`config.mk`:
```
export PLATFORM = sky130hd
export DESIGN_NAME = mitchell_acc
export DESIGN_NICKNAME = d
export VERILOG_FILES = /design/src/rtl/mitchell_acc.sv
export SDC_FILE = /design/constraint.sdc
export NUM_CORES = 1
export LEC_CHECK = 0
export ABC_AREA = 1
export BUFFER_PORTS_ARGS = -buffer_cell sky130_fd_sc_hd__buf_2
export CORE_ASPECT_RATIO = 0.75
export CORE_MARGIN = 2
export CORE_UTILIZATION = 47
export DETAILED_ROUTE_END_ITERATION = 8
export GPL_TIMING_DRIVEN = 0
export PLACE_DENSITY = 0.75
export SETUP_SLACK_MARGIN = 0.02
export SYNTH_ARGS = -nofsm -noshare
export SYNTH_HDL_FRONTEND = slang
export SYNTH_SLANG_ARGS = --single-unit
```
`constraint.sdc`:
```
create_clock -name clk -period 4.7 [get_ports clk]
set_input_delay 0.47 -clock clk [delete_from_list [all_inputs] [get_ports clk]]
set_output_delay 0.47 -clock clk [all_outputs]
set_load 0.03 [all_outputs]
```
`src/rtl/mitchell_acc.sv`:
```
// Saturating MAC accumulator for the Mitchell approximate multiplier products.
// Latency: result valid on the edge that accepts the last beat (1 cycle).
// Backpressure: holds the result while acc_ready=0; prod_ready low throughout HOLD.
module mitchell_acc #(
  parameter int ACC_W = 24,
  parameter int CNT_W = 8
) (
  input  logic             clk,
  input  logic             rst_n,
  input  logic [15:0]      prod,
  input  logic             prod_valid,
  input  logic             prod_last,
  output logic             prod_ready,
  output logic [ACC_W-1:0] acc_sum,
  output logic [CNT_W-1:0] acc_count,
  output logic             acc_ovf,
  output logic             acc_valid,
  input  logic             acc_ready
);

  typedef enum logic {
    ACCUM = 1'b0,
    HOLD  = 1'b1
  } state_t;

  localparam logic [CNT_W-1:0] CNT_ONE = CNT_W'(1);

  state_t           state_q, state_d;
  logic [ACC_W-1:0] sum_q, sum_d;
  logic [CNT_W-1:0] cnt_q, cnt_d;
  logic             ovf_q, ovf_d;
  logic [ACC_W:0]   sum_wide;

  // One extra bit catches the carry out so saturation can be detected.
  assign sum_wide = {1'b0, sum_q} + {{(ACC_W - 15){1'b0}}, prod};

  // Next-state and datapath update: accumulate in ACCUM, clear on consume in HOLD.
  always_comb begin
    state_d = state_q;
    sum_d   = sum_q;
    cnt_d   = cnt_q;
    ovf_d   = ovf_q;
    case (state_q)
      ACCUM: begin
        if (prod_valid) begin
          if (sum_wide[ACC_W]) begin
            sum_d = '1;
            ovf_d = 1'b1;
          end else begin
            sum_d = sum_wide[ACC_W-1:0];
          end
          if (cnt_q != '1) begin
            cnt_d = cnt_q + CNT_ONE;
          end
          if (prod_last) begin
            state_d = HOLD;
          end
        end
      end
      HOLD: begin
        if (acc_ready) begin
          state_d = ACCUM;
          sum_d   = '0;
          cnt_d   = '0;
          ovf_d   = 1'b0;
        end
      end
      default: state_d = ACCUM;
    endcase
  end

  // State and accumulator registers; async reset discards any partial vector.
  always_ff @(posedge clk or negedge rst_n) begin
    if (!rst_n) begin
      state_q <= ACCUM;
      sum_q   <= '0;
      cnt_q   <= '0;
      ovf_q   <= 1'b0;
    end else begin
      state_q <= state_d;
      sum_q   <= sum_d;
      cnt_q   <= cnt_d;
      ovf_q   <= ovf_d;
    end
  end

  // Handshake outputs come straight from the state register.
  assign prod_ready = (state_q == ACCUM);
  assign acc_valid  = (state_q == HOLD);
  assign acc_sum    = sum_q;
  assign acc_count  = cnt_q;
  assign acc_ovf    = ovf_q;

endmodule

```
==> results of run 1 <==
## worst paths after layout
path	endpoint	cells after the start	startpoint	slack, ps
setup / recovery	acc_sum[12]$_DFFE_PN0P_	13	acc_sum[0]$_DFFE_PN0P_	2500
hold / removal	acc_sum[9]$_DFFE_PN0P_	1	rst_n	240
max in group asynchronous	acc_sum[14]$_DFFE_PN0P_	1	rst_n	3960
min in group clk	acc_valid$_DFF_PN0_	2	acc_ready	370
hold reg to reg	acc_ovf$_DFFE_PN0P_	1	acc_ovf$_DFFE_PN0P_	500
setup reg to reg	acc_sum[12]$_DFFE_PN0P_	13	acc_sum[0]$_DFFE_PN0P_	2500
## cells in the final DEF, fill, tap and decap left out, types with 2 or more instances in the layout
cell and count:
nand2_1 191, inv_1 68, buf_2 59, nor2_1 34, dfrtp_1 34, nand3_1 28, ha_1 17, a21oi_1 11
xor2_1 11, nand3_2 10, o21ai_1 10, nand2_2 8, o21ai_0 7, nand4_1 5, clkbuf_8 5, nor2_4 4
nor2_2 3, inv_2 2, nand2_4 2, buf_6 2, nor3_1 2, clkinvlp_4 2
## cells by family after synthesis
kind of cell / count (synthesis)
AND/OR/NAND/NOR: 294
buffers and inverters: 77
AO/OA/AOI/OAI: 35
flip-flops: 34
adder cells (fa/ha/maj): 18
XOR/XNOR: 12
## state kept, by name, indices dropped and copies added, names as in the netlist
name,count
acc_ovf,1
acc_valid,1
acc_count,8
acc_sum,24
## critical path, delay by kind of cell, from the launching register on
| kind | cells | cell delay, ps |
|---|---|---|
| AND/OR/NAND/NOR | 10 | 850 |
| adder cells (fa/ha/maj) | 2 | 660 |
| flip-flops | 1 | 410 |
| buffers and inverters | 1 | 180 |
## power by group
part	switching, mW	internal, mW	leakage, nW
combinational	0.806	0.377	1.65
sequential	0.0829	0.381	0.444
clock	0.122	0.158	0.0504
## through the flow
step                      cell area [sq um]  setup WS (ps)  hold WS [ps]
final                                  3520           2500           242
after global routing                   3520           2350           324
after CTS                              3520           2490           288
after detailed placement               3400           2330           481
after global placement                 3400           2340           483
after floorplan                        3030           2570           174
## layer usage
metal,part of all wire,global-route usage,vias to the layer above
met4,0.011,0.0501,0
li1,-,-,1580
met1,0.52,0.336,1350
met2,0.40,0.343,108
met5,0,0,-
met3,0.061,0.0400,9
## final cells by class
class / instances / area [sq um] / share of cell area
Buffer: 7 / 46.3 / 0.0132
Multi-Input combinational cell: 359 / 1870 / 0.531
Sequential cell: 34 / 851 / 0.242
Tap cell: 81 / 101 / 0.0288
Clock buffer: 5 / 68.8 / 0.0196
Clock inverter: 3 / 45.0 / 0.0128
Timing Repair Buffer: 55 / 275 / 0.0783
Inverter: 70 / 263 / 0.0747
==> reports/metrics.csv, run 1 <==
stage;metric;value;unit
outcome;status;finished clean;
synthesis;synth_top_area_share;0.281;
pwr;power_density;548;nW/um^2
synthesis;synth_edf_count;0;
flow_run;cap_violations;0;
sta;rsz0062_at_grt;false;
worst_hold_path;holdCritPathClass;in -> async;
final_layout;nFillCells;628;
global_route;grt_use_total;0.226;
clocking;clk_latency;290;ps
synthesis;avgSynthCellArea;6.44;sq um
route;totalWireLength;7630;microns
global_route;grt_pass1_vias;2794;
synthesis;synth_compound_area_frac;0.0670;
synthesis;synth_xor_area_frac;0.0347;
clocking;cts_sinks;34;
route;first_pass_iters;6;
synthesis;synthArstFlopShare;1.00;
synthesis;synthMuxAreaShare;0;
synthesis;synth_area;3030;sq um
critical_path;crit_slowest_cell;fa_1;
synthesis;synth_top_family_by_area;simple AND/OR/NAND/NOR gates;
clocking;root_buffer;clkbuf_8;
synthesis;syn_nets;509;
sta;tightest_slew;761;ps
floorplan;io_pins;56;
final_layout;antenna_cells;0;
synthesis;synth_commonest_cells;nand2_1, inv_1, dfrtp_1, nor2_1, nand3_1;
clocking;clkTransAtPathRegs;80;ps
critical_path;cpPeakStageDelay;440;ps
final_layout;finalNonFillerCells;614;
sta;min_period_over_period;0.469;
sta;slew_viol_final;0;
clocking;post_cts_buffers;0;
final_layout;nNetsFinal;571;
route;viasPerCell;4.96;
synthesis;yosys.cell_types.count;37;
placement;dp_hpwl;6100;microns
synthesis;ys_seq_elements;34;
route;drcViolationCount;0;
floorplan;num_rows;25;
sta;slew_headroom;0.493;
global_route;grt.overflow.total;0;
critical_path;cp-end-kind;flip-flop;
critical_path;cp-start-kind;flip-flop;
clocking;cts_tree;done;
critical_path;path_cells;ha_1 -> fa_1 -> nand2_1 -> nand2_1 -> nand3_2 -> nand2_2 -> nand2_2 -> nand2_4 -> nand2_4 -> buf_6 -> nand3_2 -> nand2_1 -> nand2_1;
sta;hold_viol_final;0;
final_layout;drive_gt1_frac;0.195;
clocking;ctsResizeCount;0;
synthesis;synth_most_common_cell;nand2_1;
floorplan;initial_core_util;0.484;
final_layout;utilization;0.562;
sta;fmax;454;MHz
final_layout;area_delta_synth_final;16.2;%
pwr;p_total;1.93;mW
pwr;ir_drop;0.178;mV
sta;timing.setup.tns;0;ps
critical_path;cp_max_fo;10;
floorplan;die-area;7100;sq um
placement;dp.cells;606;
clocking;ctsHtreeMaxLevel;2;
placement;io_buffers;55;
synthesis;netlist_instances;470;
clocking;clock_path_buffers;2;
sta;setup_viol;0;
global_route;antenna_found_initial;0;
route;wl_per_cell;12.4;microns
route;drtIter0Drc;210;
route;vias;3047;
route;drtAntennaViolNets;0;
floorplan;die_h;73.5;microns
global_route;grt_first_pass_wirelength;13200;microns
critical_path;crit_required;4880;ps
synthesis;synth-simple-area-share;0.438;
synthesis;synth_area_leaders;dfrtp_1, nand2_1, inv_1;
synthesis;yosysTopAreaCell;dfrtp_1;
clocking;cts-buffers-inserted;5;
clocking;hold_buffers;0;
global_route;grt_max_degree;35;
synthesis;synthAdderAreaFrac;0.0769;
pwr;p_leak;2.14;nW
critical_path;crit_top_cell;nand2_1;
critical_path;cp.arrival;2380;ps
floorplan;design.core.area;6260;sq um
synthesis;ys.flop_type;dfrtp_1;
sta;period_needed;2200;ps
synthesis;yosys_warnings;0;
synthesis;ys_seq_area_frac;0.281;
placement;gp_congestion;0.935;
sta;finClkSkew;4.89;ps
floorplan;die_width;96.7;microns
critical_path;path_class;reg -> reg;
(Power assumes the default switching activity.)
==> run 2: changes to the inputs <==
- ABC_AREA: 1 -> 0
- PLACE_DENSITY: 0.75 -> 0.8
- clock period: 4.7 -> 1.8 ns (I/O delays scaled with it)
==> reports/metrics.csv, run 2 <==
stage;metric;value;unit
outcome;status;finished, violations left;
outcome;violations;setup timing;
critical_path;cp_max_fo;5;
sta;fin_ws;-589;ps
sta;slew_headroom;0.479;
pwr;pwr-share-comb;0.671;
sta;finClkSkew;8.24;ps
synthesis;yosysTopAreaCell;dfrtp_1;
critical_path;r2r_cells;9;
sta;tightest_slew;781;ps
clocking;cts_tree;done;
final_layout;nNetsFinal;389;
placement;gp_congestion;0.918;
clocking;clkTransAtPathRegs;80;ps
worst_hold_path;min_path_cells;2;
floorplan;die-area;5790;sq um
floorplan;design.core.area;4950;sq um
final_layout;multi_input_area;1870;sq um
final_layout;drive_gt1_frac;0.402;
synthesis;synth_edf_count;0;
floorplan;die_width;87.2;microns
route;first_pass_iters;4;
sta;rsz0062_at_grt;true;
final_layout;utilization;0.674;
placement;dp.cells;391;
synthesis;netlist_instances;276;
final_layout;nFillCells;385;
pwr;power_density;1730;nW/um^2
sta;hold_viol_final;0;
route;totalWireLength;7320;microns
synthesis;synth_top_area_share;0.349;
route;drtAntennaViolNets;0;
placement;dp_hpwl;4930;microns
critical_path;r2r_slack;-590;ps
clocking;clock_path_buffers;2;
route;wl_per_cell;17.8;microns
pwr;power.share.clock;0.107;
critical_path;cp-startpoint;acc_sum[0]$_DFFE_PN0P_;
synthesis;synth_area_leaders;dfrtp_1, a21oi_1, ha_1;
floorplan;initial_core_util;0.492;
floorplan;die_h;66.4;microns
global_route;grt_pass1_vias;2278;
critical_path;path_class;reg -> reg;
final_layout;area_delta_synth_final;36.9;%
floorplan;num_rows;22;
synthesis;yosys.cell_types.count;47;
synthesis;syn_nets;315;
synthesis;ys.flop_type;dfrtp_1;
clocking;root_buffer;clkbuf_8;
critical_path;r2r_start;acc_sum[0]$_DFFE_PN0P_;
synthesis;synth_area;2440;sq um
sta;period_needed;2390;ps
synthesis;synthArstFlopShare;1.00;
pwr;p_leak;1.40;nW
synthesis;ys_seq_elements;34;
worst_hold_path;holdCritPathClass;in -> reg;
synthesis;synth_commonest_cells;a21oi_1, dfrtp_1, nor2_1;
pwr;ir_drop;0.951;mV
critical_path;cp-end-kind;flip-flop;
route;drtIter0Drc;219;
placement;place_area;2890;sq um
global_route;antenna_found_initial;0;
final_layout;final_cell_mix;buf_2, a21oi_1, dfrtp_1;
final_layout;antenna_cells;0;
global_route;grt_max_degree;35;
clocking;cts_sinks;34;
pwr;p_total;5.77;mW
global_route;grt_first_pass_wirelength;11300;microns
floorplan;io_pins;56;
synthesis;ys_seq_area_frac;0.349;
synthesis;synth_most_common_cell;a21oi_1;
final_layout;final_common_cell;buf_2;
route;vias;2566;
critical_path;cp-start-kind;flip-flop;
final_layout;largest_reg_flops;24;
final_layout;finalNonFillerCells;411;
sta;setup_viol;25;
critical_path;crit_end;acc_sum[22]$_DFFE_PN0P_;
pwr;p_seq_frac;0.221;
route;viasPerCell;6.24;
route;drcViolationCount;0;
clocking;cts-buffers-inserted;5;
sta;slew_viol_final;0;
global_route;grt.overflow.total;0;
placement;place_ws;-723;ps
global_route;grt_use_total;0.255;
final_layout;ff_latch_area;857;sq um
final_layout;stdcell_area;3340;sq um
placement;io_buffers;55;
pwr;power.internal;2.87;mW
sta;fmax;419;MHz
pwr;switching_power;2.90;mW
critical_path;r2r_end;acc_sum[22]$_DFFE_PN0P_;
synthesis;avgSynthCellArea;8.84;sq um
flow_run;cap_violations;0;
sta;min_period_over_period;1.33;
critical_path;crit_required;1970;ps
clocking;ctsHtreeMaxLevel;2;
critical_path;cp.arrival;2560;ps
clocking;clk_latency;300;ps
synthesis;yosys_warnings;0;
pwr;swShare;0.503;
## run 2: cell type report
class,count,area share
Sequential cell,34,0.257
Multi-Input combinational cell,227,0.559
Inverter,5,0.00562
Clock buffer,6,0.0247
Timing Repair Buffer,69,0.116
Buffer,8,0.0120
Tap cell,60,0.0225
Clock inverter,2,0.00375
## run 2: worst min path at each step
stage | from | end | slack [ps]
global placement | rst_n | acc_sum[11]$_DFFE_PN0P_ | 300
CTS | acc_ready | acc_valid$_DFF_PN0_ | 90
detailed placement | rst_n | acc_sum[11]$_DFFE_PN0P_ | 300
global route | acc_ready | acc_valid$_DFF_PN0_ | 100
finish | acc_ready | acc_valid$_DFF_PN0_ | 90
floorplan | rst_n | acc_count[0]$_DFFE_PN0P_ | -120
## run 2: stage by stage
step	TNS, ps	hold slack, ps
finish	-12430	93.3
CTS	-12190	93.9
global route	-13770	102
detailed placement	-15150	305
global placement	-13170	301
floorplan	-10750	-116
## run 2: repair_timing
item	in CTS	in global routing
setup endpoints to repair	26	29
gates resized for setup	18	36
cloned	1	0
hold endpoints to repair	34	0
pin swaps	18	22
hold buffers	1	0
setup buffers	7	7
## run 2: routing by layer
layer | share of wire | track usage
met5 | 0 | 0
met4 | 0.017 | 0.0904
met3 | 0.068 | 0.0424
met2 | 0.46 | 0.382
met1 | 0.46 | 0.371
## run 2: power groups by stage
stage	registers, mW	clock network, mW	logic, mW
final	1.28	0.620	3.87
after global routing	1.31	0.659	4.14
after detailed placement	1.27	0	3.15
after floorplan	1.71	0	1.99
after global placement	1.26	0	3.07
after CTS	1.26	0.621	3.43
## run 2: critical path, cell delays in order (launching register included)
cell and delay [ps]:
dfrtp_2 430, ha_4 170, fa_2 370, a211oi_4 300, nor4_4 90, o31ai_4 280, a211o_4 220, buf_6 140
and4_1 190, nor3_1 50
## run 2: cells by family (layout without fill, tap and decap cells)
logic type	after synthesis	count (layout)	synth area share
fa+ha+maj	18	18	0.0954
simple gates	94	94	0.205
buf+inv	15	90	0.0262
compound gates	99	99	0.267
flops	34	34	0.349
xor+xnor	16	16	0.0574
